`src/rtl/dmac_channel_datapath_gen2.sv`:
```
// DMA channel datapath: address/beat/burst counters plus FWFT data FIFO, all outputs combinational from registers.
// No backpressure of its own: the FSM qualifies rd_beat/wr_beat; overflow drops data and underflow is ignored, both flag err.
module dmac_channel_datapath_gen2 #(
    parameter int DATA_W     = 32,
    parameter int ADDR_W     = 32,
    parameter int CNT_W      = 16,
    parameter int FIFO_DEPTH = 16
) (
    input  logic                          clk,
    input  logic                          rst,
    input  logic                          cfg_load,
    input  logic [ADDR_W-1:0]             cfg_src_addr,
    input  logic [ADDR_W-1:0]             cfg_dst_addr,
    input  logic [CNT_W-1:0]              cfg_xfer_beats,
    input  logic [4:0]                    cfg_burst_len,
    input  logic [1:0]                    cfg_hsize,
    input  logic                          cfg_src_fixed,
    input  logic                          cfg_dst_fixed,
    input  logic                          burst_start,
    input  logic                          rd_beat,
    input  logic [DATA_W-1:0]             r_data,
    input  logic                          wr_beat,
    input  logic                          h_sel,
    input  logic                          trigger,
    output logic [ADDR_W-1:0]             m_addr,
    output logic [DATA_W-1:0]             m_wdata,
    output logic [DATA_W/8-1:0]           m_wstrb,
    output logic [1:0]                    m_burst,
    output logic                          rd_burst_last,
    output logic                          wr_burst_last,
    output logic [CNT_W-1:0]              beats_left,
    output logic                          xfer_done,
    output logic                          fifo_full,
    output logic                          fifo_empty,
    output logic [$clog2(FIFO_DEPTH):0]   fifo_level,
    output logic                          err
);
    localparam int STRB_W = DATA_W / 8;
    localparam int LANE_W = $clog2(STRB_W);
    localparam int PTR_W  = $clog2(FIFO_DEPTH);
    localparam int LVL_W  = PTR_W + 1;

    logic [ADDR_W-1:0] src_addr, dst_addr, step;
    logic [1:0]        hsize_q, len_q, eff_q;
    logic              src_fixed_q, dst_fixed_q;
    logic [4:0]        rd_cnt, wr_cnt, eff_beats, len_beats, last_idx;
    logic [DATA_W-1:0] mem [FIFO_DEPTH];
    logic [PTR_W-1:0]  wr_ptr, rd_ptr;
    logic [LVL_W-1:0]  level;
    logic              do_push, do_pop, misaligned;
    logic [LANE_W-1:0] lane;
    logic [3:0]        size_bytes;
    logic [15:0]       strb_mask, strb_wide;

    // Burst length is held as the 2-bit bus encoding; beat count derived on demand.
    function automatic logic [4:0] enc_beats(input logic [1:0] e);
        case (e)
            2'd1:    return 5'd4;
            2'd2:    return 5'd8;
            2'd3:    return 5'd16;
            default: return 5'd1;
        endcase
    endfunction

    assign eff_beats = enc_beats(eff_q);
    assign len_beats = enc_beats(len_q);
    assign last_idx  = eff_beats - 5'd1;
    assign step      = {{(ADDR_W-1){1'b0}}, 1'b1} << hsize_q;

    assign m_addr        = h_sel ? dst_addr : src_addr;
    assign m_burst       = eff_q;
    assign rd_burst_last = (rd_cnt == last_idx);
    assign wr_burst_last = (wr_cnt == last_idx);
    assign fifo_level    = level;
    assign fifo_full     = (level == LVL_W'(FIFO_DEPTH));
    assign fifo_empty    = (level == '0);

    assign do_pop  = wr_beat && !fifo_empty;
    assign do_push = rd_beat && (!fifo_full || do_pop);

    assign lane       = dst_addr[LANE_W-1:0];
    assign size_bytes = 4'd1 << hsize_q;
    assign misaligned = ((4'(lane) & (size_bytes - 4'd1)) != 4'd0);
    assign strb_mask  = (16'd1 << size_bytes) - 16'd1;
    assign strb_wide  = strb_mask << lane;

    assign m_wdata = trigger ? mem[rd_ptr] : '0;
    assign m_wstrb = (trigger && !misaligned) ? strb_wide[STRB_W-1:0] : '0;

    always_ff @(posedge clk or posedge rst) begin
        if (rst) begin
            src_addr    <= '0;
            dst_addr    <= '0;
            beats_left  <= '0;
            hsize_q     <= '0;
            len_q       <= '0;
            eff_q       <= '0;
            src_fixed_q <= 1'b0;
            dst_fixed_q <= 1'b0;
            rd_cnt      <= '0;
            wr_cnt      <= '0;
            wr_ptr      <= '0;
            rd_ptr      <= '0;
            level       <= '0;
            xfer_done   <= 1'b0;
            err         <= 1'b0;
        end else if (cfg_load) begin
            src_addr    <= cfg_src_addr;
            dst_addr    <= cfg_dst_addr;
            beats_left  <= cfg_xfer_beats;
            hsize_q     <= cfg_hsize;
            src_fixed_q <= cfg_src_fixed;
            dst_fixed_q <= cfg_dst_fixed;
            case (cfg_burst_len)
                5'd4:    len_q <= 2'd1;
                5'd8:    len_q <= 2'd2;
                5'd16:   len_q <= 2'd3;
                default: len_q <= 2'd0;
            endcase
            eff_q     <= '0;
            rd_cnt    <= '0;
            wr_cnt    <= '0;
            wr_ptr    <= '0;
            rd_ptr    <= '0;
            level     <= '0;
            xfer_done <= 1'b0;
            err       <= 1'b0;
        end else begin
            if (burst_start) begin
                // Tail shorter than a full burst is moved as single beats.
                eff_q  <= (beats_left >= CNT_W'(len_beats)) ? len_q : 2'd0;
                rd_cnt <= '0;
                wr_cnt <= '0;
            end else begin
                if (rd_beat) rd_cnt <= rd_cnt + 5'd1;
                if (wr_beat) wr_cnt <= wr_cnt + 5'd1;
            end
            if (rd_beat && !src_fixed_q) src_addr <= src_addr + step;
            if (wr_beat && !dst_fixed_q) dst_addr <= dst_addr + step;
            if (wr_beat && beats_left != '0) begin
                beats_left <= beats_left - CNT_W'(1);
                if (beats_left == CNT_W'(1)) xfer_done <= 1'b1;
            end
            if (do_push) wr_ptr <= wr_ptr + PTR_W'(1);
            if (do_pop)  rd_ptr <= rd_ptr + PTR_W'(1);
            level <= level + LVL_W'(do_push) - LVL_W'(do_pop);
            if ((rd_beat && !do_push) || (wr_beat && fifo_empty) ||
                (wr_beat && beats_left == '0) || (wr_beat && misaligned))
                err <= 1'b1;
        end
    end

    always_ff @(posedge clk or posedge rst) begin
        if (rst) begin
            for (int i = 0; i < FIFO_DEPTH; i++) mem[i] <= '0;
        end else if (!cfg_load && do_push) begin
            mem[wr_ptr] <= r_data;
        end
    end
endmodule

```
`config.mk`:
```
export PLATFORM = sky130hd
export DESIGN_NAME = dmac_channel_datapath_gen2
export DESIGN_NICKNAME = d
export VERILOG_FILES = /design/src/rtl/dmac_channel_datapath_gen2.sv
export SDC_FILE = /design/constraint.sdc
export NUM_CORES = 1
export LEC_CHECK = 0
export BUFFER_PORTS_ARGS = -buffer_cell sky130_fd_sc_hd__buf_4
export CAP_MARGIN = 30
export CORE_ASPECT_RATIO = 1.25
export CORE_MARGIN = 8
export CORE_UTILIZATION = 47
export CTS_BUF_LIST = sky130_fd_sc_hd__clkbuf_8
export DETAILED_ROUTE_END_ITERATION = 16
export HOLD_SLACK_MARGIN = 0.12
export SLEW_MARGIN = 15
export SYNTH_ARGS = -nofsm -noshare
export SYNTH_HDL_FRONTEND = slang
export SYNTH_SLANG_ARGS = --single-unit
export TNS_END_PERCENT = 5
```
`constraint.sdc`:
```
create_clock -name clk -period 64.9 [get_ports clk]
set_clock_uncertainty 0.2 [all_clocks]
set_input_delay 9.735 -clock clk [delete_from_list [all_inputs] [get_ports clk]]
set_output_delay 9.735 -clock clk [all_outputs]
set_load 0.005 [all_outputs]
```
; ---- Word level (Yosys, flattened, before mapping)
; Index checks and enable logic that the tools add are counted.
[op_classes]
addsub = 12
magnitude_cmp = 4
n_eq_ne = 13
shift = 4
n_mux = 37
bitwise = 3
n_reduce_logical = 38
[op_table]
columns = cell, n
row1 = $bwmux 512, 1
row2 = $mux 32, 9
row3 = $bmux 32 s4, 1
row4 = $demux 32 s4, 1
row5 = $add 32x32->32, 2
row6 = $mux 5, 7
row7 = $mux 16, 2
row8 = $shl 1x2->32 const A, 1
row9 = $sub 16x1->16 const B, 2
row10 = $pmux 5 s3, 2
row11 = $mux 4, 5
row12 = $eq 16x1->1 const B, 1
row13 = $ge 16x5->1, 1
row14 = $logic_not 16->1, 1
row15 = $reduce_bool 16->1, 1
row16 = $reduce_bool 2->1, 8
row17 = $shl 1x4->16 const A, 1
row18 = $shl 16x2->4, 1
row19 = $logic_and 1x1->1, 12
row20 = $add 5x1->5 const B, 2
row21 = $eq 5x5->1, 2
row22 = $eq 5x5->1 const B, 2
row23 = $ge 5x5->1 const B, 2
row24 = $not 4->5, 2
row25 = 21 further kinds, 42
[totals]
reg_bits = 625
inputBits = 129
word_cells = 142

; ---- Logic depth before layout (Yosys ltp)
; Gate-level depths: netlist (run 1).
[logic_depth]
word_depth = 12
depth_mapped = 12
depth_no_buf = 11

; ---- Worst setup path after synthesis (run 1)
; Ideal clock, no wire load.
[synth_path]
path_kind = input -> output
start = input h_sel
end = output m_addr[10]
arrival_time_ns = 10.723
slack_ns = 44.242
cell_stages = 3
n_path_buf = 2
cell_sequence = clkbuf_1 > clkbuf_1 > mux2_2
[synth_via]
elab_chain_cells = 1
[synth_rtl]
columns = item, line_no
row1 = from (decl), 23  ; input logic h_sel,
row2 = $mux 32, 70  ; assign m_addr = h_sel ? dst_addr : src_addr;
row3 = to (decl), 25  ; output logic [ADDR_W-1:0] m_addr,
; No other way between the ends.

; ---- Final worst setup path (run 1)
[layout_path]
start = input trigger
end = output m_wstrb[1]
[layout_via]
elab_chain_cells = 2
[layout_rtl]
columns = item, line_no
row1 = from (decl), 24  ; input logic trigger,
row2 = $logic_and 1x1->1, 88  ; assign m_wstrb = (trigger && !misaligned) ? strb_wide[STRB_W-1:0] : '0;
row3 = $mux 4, 88
row4 = to (decl), 27  ; output logic [DATA_W/8-1:0] m_wstrb,
; No other way between the ends.

==> results.yml, run 1 <==
cts:
  hold_buffers: 0
  clk-insertion-delay-late_ns: 0.69
  cts_root_buf: "clkbuf_8"
  cts.sinks: 625
  cts-buffers-inserted: 102
  path_clk_slew_ns: 0.06
  ctsLongestPathBuffers: 3
  cts_resized: 0
  cts_tree: "done"
  h-tree-depth: 3
  postCtsSetupBuffers: 0
placed_design:
  numPortBuffers: 225
  dp_hpwl_mm: 48.8
  routabilityCongestion: 0.890
  dp_slack_ns: 44.22
floorplan:
  initial_core_util_pct: 47.6
  io_pins: 226
  die_x_um: 242
  rows: 103
  core_mm2: 0.0633
  die-area_mm2: 0.0725
  die_h_um: 299
pwr:
  power.internal_w: 0.000765
  seq_power_share_pct: 44.5
  p_comb_share_pct: 23.4
  vdd_drop_max_mv: 0.0214
  p_per_area_mw_per_mm2: 30.5
  p_clk_share_pct: 32.1
  power_switching_w: 0.000299
  swShare_pct: 28.1
  leakagePower_nw: 16.3
timing:
  relSlewSlack_pct: 33.4
  layout_setup_ws_ns: 44.28
  drv_slew: 0
  setup_violations: 0
  fmax_mhz: 48.5
  tightest_slew_ns: 0.999
  rsz0062_at_grt: "false"
  fin_crit_sh_pct: 31.8
  setup-tns-final_ns: 0
  hold_viol: 0
  min_period_ns: 20.62
logic_synthesis:
  synthFlopType: "dfrtp_1"
  postSynthNetCount: 2325
  synth.most_common_cell: "dfrtp_1"
  synth_cell_types: 58
  ys_ff_latch: 625
  syn_avg_cell_area_um2: 13.9
  synth_area_leader_cell: "dfrtp_1"
  synthArstFlopShare_pct: 100
  synth_area_leaders: "dfrtp_1 52%, mux2_2 21%, mux4_2 12%"
  synth-edff-count: 0
  syn_area_mm2: 0.0301
  synth_common_cells: "625 x dfrtp_1, 549 x mux2_2, 160 x mux4_2"
  ys_seq_area_share_pct: 51.9
  synth_cells: 2166
  synth_warnings: 0
  netlist.area_leader.share_pct: 51.9
global_routing:
  grt_max_degree: 191
  track_usage_pct: 22.2
  grt_pass1_vias: 20492
  antenna_found_initial: 12
  grt_overflow: 0
  grt_pass1_wl_mm: 126
cells_and_area:
  register_area_mm2: 0.0157
  n_fill_cell: 5208
  nets: 2538
  multiInputGateArea_mm2: 0.0138
  drive_gt1_share_pct: 46.9
  utilization_pct: 55.1
  area_delta_synth_final_pct: 15.9
setup_path:
  path_cells: "buf_4 -> nand2b_1 -> nor3_1 -> buf_4"
  r2r_cells: 8
  rrSetupSlack_ns: 61.02
  worstPathRequired_ns: 54.97
  cp_max_fo: 33
  cp_common_cell: "buf_4"
  worst_setup_path_end_kind: "output port"
  r2r-end: "mem[13]"
  crit_buf_inv: 2
  worstPathArrival_ns: 10.69
  path_delay_family: "buffers and inverters"
  crit_type: "input port to output port"
  cp_slowest_cell: "buf_4"
  rr_startpoint: "fifo_level[2]"
  start_kind: "input port"
  slowest_delay_ns: 0.38
job:
  cap_viol_max_count: 0
drt:
  num_vias: 19084
  drt_iter0_drc: 1241
  drt-vias-per-instance: 5.78
  wirelength_mm: 80.3
  drc: 0
  drt-pass1-iter-count: 5
  detail-route-antenna-nets: 0
  wire_per_inst_um: 24.3
status:
  status: "complete, no violations"
worst_hold_path:
  hold_start: "mem[163]"
  whs_path_depth: 1
  hold_end: "mem[163]"
  min_path_type: "flip-flop to flip-flop"
registers in the layout, indices dropped and copies added, names as in the netlist, 2 cells and up:
name	cells
beats_left	16
mem	512
hsize_q	2
dst_addr	32
wr_ptr	4
rd_ptr	4
src_addr	32
len_q	2
fifo_level	5
m_burst	2
rd_cnt	5
wr_cnt	5
layout make-up:
class	instances	area share, %
Antenna cell	8	0.0574
Clock buffer	132	5.21
Clock inverter	47	0.656
Inverter	31	0.355
Multi-Input combinational cell	1350	39.6
Sequential cell	625	44.9
Tap cell	840	3.01
Timing Repair Buffer	269	6.23
placed cells by master (no fill, tap or decap), drive strengths merged, types with 4 or more instances in the layout:
master | netlist | layout
a211oi | 5 | 5
and4 | 4 | 4
and2 | 39 | 39
dfrtp | 625 | 625
buf | 53 | 266
o21ai | 78 | 78
nand2 | 100 | 100
nor2b | 8 | 8
nor3 | 8 | 8
clkinv | 1 | 9
inv | 30 | 67
nor3b | 4 | 4
o31ai | 4 | 4
nand4 | 26 | 26
nor4 | 10 | 10
nand2b | 8 | 8
mux2 | 549 | 549
a31oi | 12 | 12
and3 | 7 | 7
clkbuf | 107 | 134
mux4 | 160 | 160
nand4b | 5 | 5
mux2i | 6 | 6
or3 | 12 | 12
a2111oi | 4 | 4
xor2 | 49 | 49
nor2 | 66 | 66
o21a | 6 | 6
ha | 27 | 27
or4 | 12 | 12
nand3 | 47 | 47
a22oi | 4 | 4
xnor2 | 28 | 28
diode | 0 | 8
a21oi | 30 | 30
worst max path at each step:
stage	slack (ns)	start	depth (start not counted)	endpoint
detailed placement	44.22	trigger	4	m_wstrb[1]
floorplan	37.46	rst	1	beats_left[0]
global route	44.12	trigger	4	m_wstrb[1]
finish	44.28	trigger	4	m_wstrb[1]
CTS	44.22	trigger	4	m_wstrb[1]
global placement	44.27	trigger	4	m_wstrb[1]
worst reg2reg max path: stages, from the launching register on:
cell	delay, ns
dfrtp_1	0.40
inv_1	0.09
ha_1	0.15
nor4bb_1	0.80
a21bo_2	0.38
nor2_1	0.22
nand3_2	0.61
buf_4	0.50
mux2_2	0.39
cell families (layout without fill, tap and decap cells):
kind of cell,count (synthesis),after routing,synth area share [%]
adder cells (fa/ha/maj),30,30,1.32
flip-flops,625,625,51.9
buffers and inverters,191,479,2.39
other,0,8,0
multiplexers,715,715,32.7
XOR/XNOR,77,77,2.24
AND/OR/NAND/NOR,370,370,6.35
AO/OA/AOI/OAI,158,158,3.05
stage by stage:
step / total power [W] / area [um2] / cells / hold WS, ns
2_1_floorplan: 0.000643 / 30100 / 2166 / 0.274
3_5_place_dp: 0.000733 / 32700 / 3109 / 0.287
5_1_grt: 0.00112 / 34900 / 3300 / 0.305
3_3_place_gp: 0.000723 / 32600 / 3104 / 0.281
4_1_cts: 0.00108 / 34800 / 3288 / 0.300
6_report: 0.00106 / 34900 / 3302 / 0.299
power by group through the flow:
stage | Sequential (W) | Combinational (W) | Clock (W)
5_1_grt | 0.000480 | 0.000272 | 0.000369
4_1_cts | 0.000474 | 0.000254 | 0.000352
3_3_place_gp | 0.000480 | 0.000243 | 0
3_5_place_dp | 0.000480 | 0.000253 | 0
6_report | 0.000474 | 0.000249 | 0.000341
2_1_floorplan | 0.000464 | 0.000179 | 0
per-layer routing:
| metal | GRT usage (%) | routed length, um |
|---|---|---|
| met1 | 29.8 | 35000 |
| met2 | 36.4 | 39200 |
| met3 | 3.98 | 4110 |
| met4 | 7.57 | 1930 |
| met5 | 0 | 52 |
Note: power is estimated with default switching activity, not from simulation.
==> inputs of run 2 (changes only) <==
==> constraint.sdc (replaced) <==
create_clock -name clk -period 19.26 [get_ports clk]
set_clock_uncertainty 0.2 [all_clocks]
set_input_delay 2.889 -clock clk [delete_from_list [all_inputs] [get_ports clk]]
set_output_delay 2.889 -clock clk [all_outputs]
set_load 0.005 [all_outputs]
==> run 2 against run 1 <==
- hold slack worse by 0.00063 ns
- sequential cell count stayed put
- die area stayed put
- utilization is 0.19 points lower
- via count hardly changed
==> results.yml, run 2 (same netlist as run 1, synthesis figures left out) <==
timing:
  setup-tns-final_ns: 0
  hold-worst-slack_ns: 0.298
  min_period_ns: 7.05
  fin_crit_sh_pct: 36.6
  relSlewSlack_pct: 38.3
  hold_viol: 0
  rsz0062_at_grt: "false"
  tightest_slew_ns: 0.913
  drv_slew: 0
  fmax_mhz: 142
  setup_violations: 0
worst_hold_path:
  hold_end: "mem[173]"
  min_path_type: "flip-flop to flip-flop"
  whs_path_depth: 1
  hold_start: "mem[173]"
global_routing:
  track_usage_pct: 22.1
  use_met2_pct: 38.1
  grt_pass1_wl_mm: 125
  antenna_found_initial: 6
  grt_overflow: 0
  use_met3_pct: 3.25
  grt_pass1_vias: 20892
  use_met1_pct: 28.9
  grt_max_degree: 82
  globalRoute.busiestLayer: "met2"
status:
  status: "complete, no violations"
floorplan:
  core_mm2: 0.0633
  die_x_um: 242
  die-area_mm2: 0.0725
  initial_core_util_pct: 47.6
  io_pins: 226
  rows: 103
  die_h_um: 299
setup_path:
  r2r_cells: 8
  worstPathArrival_ns: 3.96
  worstPathRequired_ns: 16.17
  start_kind: "flip-flop"
  rr_startpoint: "fifo_level[2]"
  cp_max_fo: 37
  crit_buf_inv: 3
  crit_path_start: "rd_ptr[0]"
  rrSetupSlack_ns: 15.45
  path_cells: "buf_4 -> buf_12 -> mux4_2 -> mux4_2 -> and2_1 -> buf_4"
  crit_type: "flip-flop to output port"
  slowest_delay_ns: 0.93
  worst_setup_path_end_kind: "output port"
  path_delay_family: "multiplexers"
  r2r-end: "mem[439]"
  cp_slowest_cell: "dfrtp_4"
drt:
  drt-vias-per-instance: 5.78
  wire_per_inst_um: 24.3
  num_vias: 19102
  drt_iter0_drc: 1106
  wirelength_mm: 80.4
  drc: 0
  drt-pass1-iter-count: 4
  detail-route-antenna-nets: 0
cells_and_area:
  reg.largest.list: "mem x512, dst_addr x32, src_addr x32"
  utilization_pct: 54.9
  register_area_mm2: 0.0157
  area_delta_synth_final_pct: 15.5
  multiInputGateArea_mm2: 0.0138
  final_cell_mix: "621 x dfrtp_1, 549 x mux2_2, 264 x buf_4, 160 x mux4_2, 120 x clkbuf_8"
  top_register: "mem"
  largest_register_ffs: 512
  nets: 2543
  drive_gt1_share_pct: 46.5
  final_common_cell: "dfrtp_1"
  n_fill_cell: 5302
job:
  cap_viol_max_count: 0
cts:
  hold_buffers: 0
  cts_resized: 0
  postCtsSetupBuffers: 0
  cts_root_buf: "clkbuf_8"
  path_clk_slew_ns: 0.06
  clk-insertion-delay-late_ns: 0.69
  cts.sinks: 625
  h-tree-depth: 3
  cts_tree: "done"
  ctsLongestPathBuffers: 3
  cts-buffers-inserted: 103
placed_design:
  numPortBuffers: 225
  routabilityCongestion: 0.874
  dp_hpwl_mm: 49.3
pwr:
  vdd_drop_max_mv: 0.0551
  leakagePower_nw: 16.3
  p_per_area_mw_per_mm2: 102
==> run 2: worst register-to-register path: cells and delay by family, from the launching register on <==
| family | cells | cell delay (ns) |
|---|---|---|
| buf+inv | 2 | 0.57 |
| simple gates | 3 | 1.61 |
| fa+ha+maj | 1 | 0.15 |
| flops | 1 | 0.40 |
| mux | 1 | 0.40 |
| compound gates | 1 | 0.37 |
==> run 2: how the worst max path moves through the flow <==
stage,cells past startpoint,slack (ns),to
CTS,6,12.00,m_wdata[9]
finish,6,12.21,m_wdata[9]
global placement,6,11.79,mem[452]
global route,6,11.92,m_wdata[9]
floorplan,1,7.64,beats_left[0]
detailed placement,7,12.02,mem[388]
==> run 2: final cells by class <==
cell class                 count  share of cell area (%)
antenna                        6                  0.0432
clock buffer                 120                    4.75
clock inverter                57                   0.792
inverter                      31                   0.345
multi-input combinational   1350                    39.8
sequential                   625                    45.0
tap                          840                    3.02
timing repair buffer         273                    6.28
==> run 2: power breakdown <==
group,total [W],internal (W),switching [W]
clock,0.00110,0.000576,0.000524
combinational,0.000834,0.000479,0.000355
sequential,0.00161,0.00147,0.000131
==> run 2: per-stage QoR <==
stage / cells / instance area (um2) / setup slack (ns) / total power, W
after floorplan: 2166 / 30100 / 7.64 / 0.00217
after global placement: 3110 / 32600 / 11.79 / 0.00244
after detailed placement: 3114 / 32700 / 12.02 / 0.00248
after CTS: 3291 / 34600 / 12.00 / 0.00359
after global routing: 3300 / 34800 / 11.92 / 0.00374
final: 3302 / 34800 / 12.21 / 0.00354
==> run 2: layer usage <==
| layer | share of wire [%] | wire length, um | vias up |
|---|---|---|---|
| li1 | - | - | 8425 |
| met1 | 44 | 35200 | 10188 |
| met5 | 0.020 | 16 | - |
| met2 | 50 | 40600 | 392 |
| met4 | 1.7 | 1400 | 2 |
| met3 | 3.9 | 3140 | 95 |
==> inputs of run 3 (changes only) <==
==> constraint.sdc (replaced) <==
create_clock -name clk -period 6.7 [get_ports clk]
set_clock_uncertainty 0.2 [all_clocks]
set_input_delay 1.005 -clock clk [delete_from_list [all_inputs] [get_ports clk]]
set_output_delay 1.005 -clock clk [all_outputs]
set_load 0.005 [all_outputs]
==> run 3 against run 2 <==
- hold slack lost 0.11 ns
- critical path depth is the same
- die area is the same
- critical endpoint unchanged
==> results.yml, run 3 (same netlist as run 1, synthesis figures left out) <==
cells_and_area:
  reg.largest.list: "mem x512, dst_addr x32, src_addr x32"
  largest_register_ffs: 512
  nets: 2537
  area_delta_synth_final_pct: 15.9
  final_cell_mix: "621 x dfrtp_1, 549 x mux2_2, 257 x buf_4, 160 x mux4_2, 133 x clkbuf_8"
  drive_gt1_share_pct: 47.1
  final_common_cell: "dfrtp_1"
  utilization_pct: 55.1
  top_register: "mem"
  stdcell_count: 3293
  n_fill_cell: 5211
  fin_area_mm2: 0.0349
cts:
  path_clk_slew_ns: 0.06
  h-tree-depth: 3
  cts_root_buf: "clkbuf_8"
  cts-buffers-inserted: 102
  cts.sinks: 625
  hold_buffers: 0
  clk-insertion-delay-late_ns: 0.68
  ctsLongestPathBuffers: 3
  postCtsSetupBuffers: 0
  cts_resized: 0
  cts_tree: "done"
placed_design:
  routabilityCongestion: 0.866
  dp_hpwl_mm: 49.8
  numPortBuffers: 225
  placed_cells: 3111
  place_area_mm2: 0.0327
floorplan:
  die-area_mm2: 0.0725
  die_x_um: 242
  io_pins: 226
  die_h_um: 299
  rows: 103
  core_mm2: 0.0633
  initial_core_util_pct: 47.6
drt:
  wirelength_mm: 80.7
  drt-pass1-iter-count: 4
  drt_iter0_drc: 1086
  wire_per_inst_um: 24.5
  detail-route-antenna-nets: 0
  drc: 0
  drt-vias-per-instance: 5.81
  num_vias: 19142
setup_path:
  path_delay_family: "multiplexers"
  slowest_delay_ns: 0.73
  path_cells: "buf_16 -> buf_4 -> mux4_2 -> mux4_2 -> and2_1 -> buf_4"
  worstPathRequired_ns: 5.49
  cp_max_fo: 33
  start_kind: "flip-flop"
  worstPathArrival_ns: 3.58
  worst_setup_path_end_kind: "output port"
  cp_slowest_cell: "dfrtp_4"
  crit_buf_inv: 3
  crit_type: "flip-flop to output port"
global_routing:
  grt_pass1_wl_mm: 127
  grt_overflow: 0
  grt_pass1_vias: 20589
  antenna_found_initial: 4
  grt_max_degree: 184
  track_usage_pct: 22.4
pwr:
  power.internal_w: 0.00750
  vdd_drop_max_mv: 0.206
  power_w: 0.0104
  p_clk_share_pct: 32.6
  leakagePower_nw: 16.3
  p_per_area_mw_per_mm2: 297
  p_comb_share_pct: 23.2
  power_switching_w: 0.00286
  swShare_pct: 27.6
  seq_power_share_pct: 44.2
timing:
  fin_crit_sh_pct: 71.3
  tightest_slew_ns: 1.03
  hold_viol: 0
  fmax_mhz: 209
  relSlewSlack_pct: 31.2
  drv_slew: 0
  rsz0062_at_grt: "false"
  setup_violations: 0
  min_period_ns: 4.78
  setup-tns-final_ns: 0
worst_hold_path:
  min_path_type: "input port to async pin"
job:
  cap_viol_max_count: 0
status:
  status: "complete, no violations"
==> run 3: metal layers <==
layer	track usage, %	wire [um]
met5	0	11
met4	7.09	1930
met1	29.7	34900
met2	37.6	40100
met3	3.70	3750
==> run 3: power by group through the flow <==
stage | Combinational, W | Sequential, W | Clock [W]
floorplan | 0.00174 | 0.00450 | 0
global placement | 0.00229 | 0.00471 | 0
detailed placement | 0.00241 | 0.00467 | 0
CTS | 0.00241 | 0.00461 | 0.00348
global route | 0.00261 | 0.00464 | 0.00367
finish | 0.00240 | 0.00458 | 0.00338
==> run 3: path summary, 6_finish.rpt <==
kind                       slack [ns]    endpoint          start  depth (start not counted)
max                              1.92  m_wdata[9]      rd_ptr[0]                          6
min                              0.19    mem[253]            rst                          2
max reg2reg                      2.92     mem[70]  fifo_level[2]                          8
min reg2reg                      0.30    mem[432]       mem[432]                          1
max in group asynchronous        4.53    mem[326]            rst                          4
min in group clk                 0.30    mem[432]       mem[432]                          1
==> run 3: final cells by class <==
type	count	area, um2	area share, %
Antenna cell	2	5.00	0.0143
Tap cell	840	1050	3.01
Inverter	31	120	0.344
Clock buffer	133	1830	5.25
Clock inverter	44	278	0.796
Timing Repair Buffer	268	2120	6.08
Multi-Input combinational cell	1350	13800	39.6
Sequential cell	625	15700	44.9
==> run 3: worst reg2reg max path, stage by stage, from the launching register on <==
cell      delay (ns)
dfrtp_1         0.40
inv_1           0.09
ha_1            0.16
nor4bb_1        0.75
a21bo_2         0.35
nor2_1          0.20
nand3_2         0.58
buf_4           0.50
mux2_2          0.41
==> run 3: metrics by stage <==
stage                     hold slack [ns]  worst slack [ns]
after global routing                0.180              1.68
final                               0.187              1.92
after detailed placement            0.287              2.51
after global placement              0.282              2.28
after floorplan                     0.274             -3.04
after CTS                           0.129              1.75
